**src/rtl/tiny_risc_controller.sv**
```systemverilog
// Tiny RISC control unit: fetch/decode/execute FSM with memory wait-state timeout fault.
// Optional single-step mode (HOLD state, step/halted ports) is enabled by defining SINGLE_STEP_EN.
module tiny_risc_controller #(
   parameter int WAIT_LIMIT = 15,
   parameter int WCNT_W     = 4
) (
   input  logic       clk,
   input  logic       reset,
   input  logic [1:0] op_code,
   input  logic       mem_ready,
`ifdef SINGLE_STEP_EN
   input  logic       step,
   output logic       halted,
`endif
   output logic       ir_on_adr,
   output logic       pc_on_adr,
   output logic       dbus_on_data,
   output logic       data_on_dbus,
   output logic       ld_ir,
   output logic       ld_ac,
   output logic       ld_pc,
   output logic       inc_pc,
   output logic       clr_pc,
   output logic       pass,
   output logic       add,
   output logic       alu_on_dbus,
   output logic       read_mem,
   output logic       write_mem,
   output logic       instr_done,
   output logic       fault
);

   localparam logic [1:0] OP_LDA = 2'b00;
   localparam logic [1:0] OP_STA = 2'b01;
   localparam logic [1:0] OP_JMP = 2'b10;
   localparam logic [1:0] OP_ADD = 2'b11;

   typedef enum logic [2:0] {
      ST_RST    = 3'd0,
      ST_FETCH  = 3'd1,
      ST_DECODE = 3'd2,
      ST_EXEC   = 3'd3,
      ST_FAULT  = 3'd4
`ifdef SINGLE_STEP_EN
      , ST_HOLD = 3'd5
`endif
   } state_t;

   state_t            state_reg, state_next;
   logic [WCNT_W-1:0] wcnt_reg, wcnt_next;
   logic              exec_done;
   logic              mem_wait;

   // JMP never touches memory, so it retires regardless of mem_ready.
   assign exec_done = (state_reg == ST_EXEC) && ((op_code == OP_JMP) || mem_ready);

   always_ff @(posedge clk) begin
      if (reset) begin
         state_reg <= ST_RST;
         wcnt_reg  <= '0;
      end else begin
         state_reg <= state_next;
         wcnt_reg  <= wcnt_next;
      end
   end

   always_comb begin
      state_next = state_reg;
      wcnt_next  = '0;
      mem_wait   = 1'b0;
      case (state_reg)
         ST_RST:    state_next = ST_FETCH;
         ST_FETCH: begin
            if (mem_ready) state_next = ST_DECODE;
            else           mem_wait   = 1'b1;
         end
         ST_DECODE: state_next = ST_EXEC;
         ST_EXEC: begin
            if (exec_done) begin
`ifdef SINGLE_STEP_EN
               state_next = ST_HOLD;
`else
               state_next = ST_FETCH;
`endif
            end else begin
               mem_wait = 1'b1;
            end
         end
         ST_FAULT:  state_next = ST_FAULT;
`ifdef SINGLE_STEP_EN
         ST_HOLD: if (step) state_next = ST_FETCH;
`endif
         default:   state_next = ST_RST;
      endcase
      // A pending access that is still not ready at the limit faults; ready at the limit completes.
      if (mem_wait) begin
         if (wcnt_reg == WCNT_W'(WAIT_LIMIT)) state_next = ST_FAULT;
         else                                 wcnt_next  = wcnt_reg + 1'b1;
      end
   end

   always_comb begin
      ir_on_adr    = 1'b0;
      pc_on_adr    = 1'b0;
      dbus_on_data = 1'b0;
      data_on_dbus = 1'b0;
      ld_ir        = 1'b0;
      ld_ac        = 1'b0;
      ld_pc        = 1'b0;
      inc_pc       = 1'b0;
      clr_pc       = 1'b0;
      pass         = 1'b0;
      add          = 1'b0;
      alu_on_dbus  = 1'b0;
      read_mem     = 1'b0;
      write_mem    = 1'b0;
      instr_done   = 1'b0;
      fault        = 1'b0;
`ifdef SINGLE_STEP_EN
      halted       = 1'b0;
`endif
      case (state_reg)
         ST_RST: clr_pc = 1'b1;
         ST_FETCH: begin
            pc_on_adr    = 1'b1;
            read_mem     = 1'b1;
            data_on_dbus = 1'b1;
            ld_ir        = mem_ready;
         end
         ST_DECODE: inc_pc = 1'b1;
         ST_EXEC: begin
            ir_on_adr  = 1'b1;
            instr_done = exec_done;
            case (op_code)
               OP_LDA: begin
                  read_mem     = 1'b1;
                  data_on_dbus = 1'b1;
                  pass         = 1'b1;
                  ld_ac        = mem_ready;
               end
               OP_STA: begin
                  write_mem    = 1'b1;
                  alu_on_dbus  = 1'b1;
                  dbus_on_data = 1'b1;
               end
               OP_ADD: begin
                  read_mem     = 1'b1;
                  data_on_dbus = 1'b1;
                  add          = 1'b1;
                  ld_ac        = mem_ready;
               end
               default: ld_pc = 1'b1;
            endcase
         end
         ST_FAULT: fault = 1'b1;
`ifdef SINGLE_STEP_EN
         ST_HOLD: halted = 1'b1;
`endif
         default: ;
      endcase
   end

endmodule
```
**config.mk**
```make
export PLATFORM = sky130hd
export DESIGN_NAME = tiny_risc_controller
export DESIGN_NICKNAME = d
export VERILOG_FILES = /design/src/rtl/tiny_risc_controller.sv
export SDC_FILE = /design/constraint.sdc
export NUM_CORES = 1
export LEC_CHECK = 0
export ABC_AREA = 1
export CORE_AREA = 4 4 41 43
export DETAILED_ROUTE_END_ITERATION = 16
export DIE_AREA = 0 0 45 47
export HOLD_SLACK_MARGIN = 0.06
export PLACE_DENSITY = 0.74
export RECOVER_POWER = 100
export SLEW_MARGIN = 25
export SYNTH_ARGS = -nofsm -noshare
export SYNTH_HDL_FRONTEND = slang
export SYNTH_SLANG_ARGS = --single-unit
export TNS_END_PERCENT = 20
```
**constraint.sdc**
```tcl
create_clock -name clk -period 1.15 [get_ports clk]
set_input_delay 0.23 -clock clk [delete_from_list [all_inputs] [get_ports clk]]
set_output_delay 0.23 -clock clk [all_outputs]
set_load 0.01 [all_outputs]
```
==> reports/results.tsv <==
stage	metric	value	unit
power_and_ir_drop	leakage	0.4828	nW
power_and_ir_drop	irDropWorstVdd	0.0006387	V
clock_network	cts.path.max_buffers	2	
clock_network	clk_latency	240	ps
synth	yosysUniqueCellTypes	21	
grt	overflow	0	
placement	gp_congestion	0.7456	
synth	synth_fp_nets	83	
worst_setup_path	crit_chain	nand2_2 -> nor2_4 -> inv_4 -> o21ai_4 -> buf_2	
route	firstDrtPassIters	2	
placement	numPortBuffers	20	
die	die_area	2115	sq um
worst_setup_path	path_class	flip-flop to primary output	
worst_setup_path	cp.buffers_inverters	2	
worst_setup_path	startpoint_type	flip-flop	
route	drtAntennaViolNets	0	
timing	rsz0062_at_grt	true	
synth	synth_seq_cells	7	
die	initial_core_util	40.67	%
layout	multiInputGateArea	377.9	sq um
die	die_w	45	um
grt	grt_antenna_before_repair	0	
worst_setup_path	cp_max_fo	7	
clock_network	clk_pin_slew	50	ps
timing	finalCriticalPeriod	1388	ps
synth	yosys_warnings	0	
route	routed_wl	1.469	mm
route	wl_per_cell	11.66	um
timing	hold_viol_final	0	
placement	place_hpwl	1.101	mm
synth	synthesis.area	529.3	sq um
timing	finalMaxSlewViolations	0	
clock_network	cts_hold_buf	0	
synth	ys_seq_area_share	26.48	%
flow_run	drv_cap	0	
timing	fin_crit_sh	120.7	%
route	avgViaCountPerCell	4.492	
grt	grt_start_max_net_pins	8	
status	violations	negative setup slack	
timing	fin_ws	-237.6	ps
clock_network	root_buffer	clkbuf_4	
route	wl_met1	572	um
worst_setup_path	max_stage_delay	370	ps
layout	fill_cells	117	
layout	final_common_cell	buf_4	
clock_network	cts_tree	done	
power_and_ir_drop	power_density	771.2	nW/um^2
timing	clock_skew	0.2585	ps
worst_setup_path	critical_path_arrival	1160	ps
grt	grt_pass1_wl	2.401	mm
worst_setup_path	path_delay_family	flip-flops	
synth	syn_inst	72	
timing	tightest_slew	198.8	ps
grt	grt.total_usage	15.48	%
synth	synth_area_per_cell	7.351	sq um
worst_setup_path	slowest_stage	dfxtp_4	
placement	pre_cts_slack	-969.0	ps
clock_network	numCtsBuffers	3	
timing	setup_viol	23	
die	die_y	47	um
layout	synthToLayoutAreaGrowth	71.39	%
layout	seq_area	148.9	sq um
route	via_count	566	
clock_network	cts_max_level	1	
layout	fin_util	69.71	%
worst_setup_path	critPathRequiredTime	920	ps
layout	nets	123	
layout	antenna_cells	0	
layout	largest_reg_flops	4	
timing	fin_tns_setup	-4003	ps
timing	slew_headroom	86.65	%
route	met2_length	782	um
route	drc	0	
worst_hold_path	hold_path_class	flip-flop to flip-flop	
route	drtIter0Drc	1	
grt	grt_pass1_vias	567	
die	io_pins	21	
die	rows	13	
layout	layout_common_cells	buf_4 (17), buf_2 (14), inv_1 (8)	
route	wl_met3	88	um
die	design.core.area	1301	sq um
clock_network	clkSinkCount	7	
worst_setup_path	critPathCaptureType	primary output	
timing	fmax	720.7	MHz
status	outcome	complete, but fails checks	
route	top_layer_used	met4	
layout	drive_gt1_share	65.77	%
[worst reg2reg max path: cells and delay by family, from the launching register on]
family / cells / cell delay [ps]
DFF: 1 / 330
adders and majority gates: 1 / 230
and+or+nand+nor: 3 / 490
[where the power goes]
part / internal [mW] / switching [mW] / leakage (nW)
Sequential: 0.250 / 0.00914 / 0.0587
Clock: 0.132 / 0.0820 / 0.0150
Combinational: 0.113 / 0.114 / 0.409
Total: 0.494 / 0.205 / 0.483
[layer usage]
metal / up-vias / GRT usage [%]
met1: 255 / 16.82
met5: - / 0
met3: 4 / 2.299
li1: 290 / -
met2: 17 / 31.07
met4: 0 / 3.509
[cell usage after synthesis]
| master | number | share of area [%] |
|---|---|---|
| xnor2_1 | 1 | 1.7 |
| nand3_1 | 3 | 2.8 |
| a21oi_2 | 1 | 1.7 |
| xor2_1 | 1 | 1.7 |
| nor3_1 | 2 | 1.9 |
| dfxtp_1 | 7 | 26 |
| nor2_1 | 10 | 7.1 |
| nand3_2 | 1 | 1.9 |
| nand2_2 | 3 | 3.5 |
| o21ai_1 | 2 | 1.9 |
| o21ai_0 | 1 | 0.94 |
| inv_1 | 12 | 8.5 |
| a21oi_1 | 1 | 0.94 |
| ha_1 | 6 | 14 |
| inv_2 | 4 | 2.8 |
| nor2_2 | 6 | 7.1 |
| buf_4 | 3 | 4.3 |
| nand2_1 | 5 | 3.5 |
| nand3b_4 | 1 | 3.8 |
| and3_1 | 1 | 1.2 |
| nor2_4 | 1 | 2.1 |
[worst paths after layout]
path,startpoint,depth (start not counted),end,slack [ps]
max,state_reg[1],5,read_mem,-240
min,wcnt_reg[0],1,wcnt_reg[0],460
max reg2reg,wcnt_reg[0],4,wcnt_reg[3],30
min reg2reg,wcnt_reg[0],1,wcnt_reg[0],460
[stage by stage]
stage | cell area, sq um | cells | power [mW] | hold WS, ps
4_1_cts | 897.1 | 126 | 0.7002 | 421.7
5_1_grt | 907.1 | 126 | 0.7474 | 484.8
6_report | 907.1 | 126 | 0.6996 | 459.9
3_5_place_dp | 864.6 | 119 | 0.4703 | 446.9
2_1_floorplan | 559.3 | 72 | 0.3664 | 292.4
3_3_place_gp | 864.6 | 119 | 0.4657 | 444.8
[layout make-up]
| class | count | share of cell area [%] |
|---|---|---|
| tap | 15 | 2.069 |
| inverter | 16 | 6.897 |
| clock buffer | 4 | 2.897 |
| multi-input combinational | 46 | 41.66 |
| sequential | 7 | 16.41 |
| timing repair buffer | 38 | 30.07 |
[logic make-up after synthesis]
group / synth area share, %
and+or+nand+nor: 34.99
buffers and inverters: 15.60
DFF: 26.48
adders and majority gates: 14.18
AOI/OAI and AO/OA: 5.436
xor gates and xnor gates: 3.310
[repair_timing]
item / in CTS / in global routing
buffers inserted: 3 / 0
pin swaps: 7 / 2
setup endpoints to repair: 23 / 23
hold endpoints to repair: 0 / 0
resized for setup: 84 / 7
No activity file was read; power rests on OpenSTA's default activity.
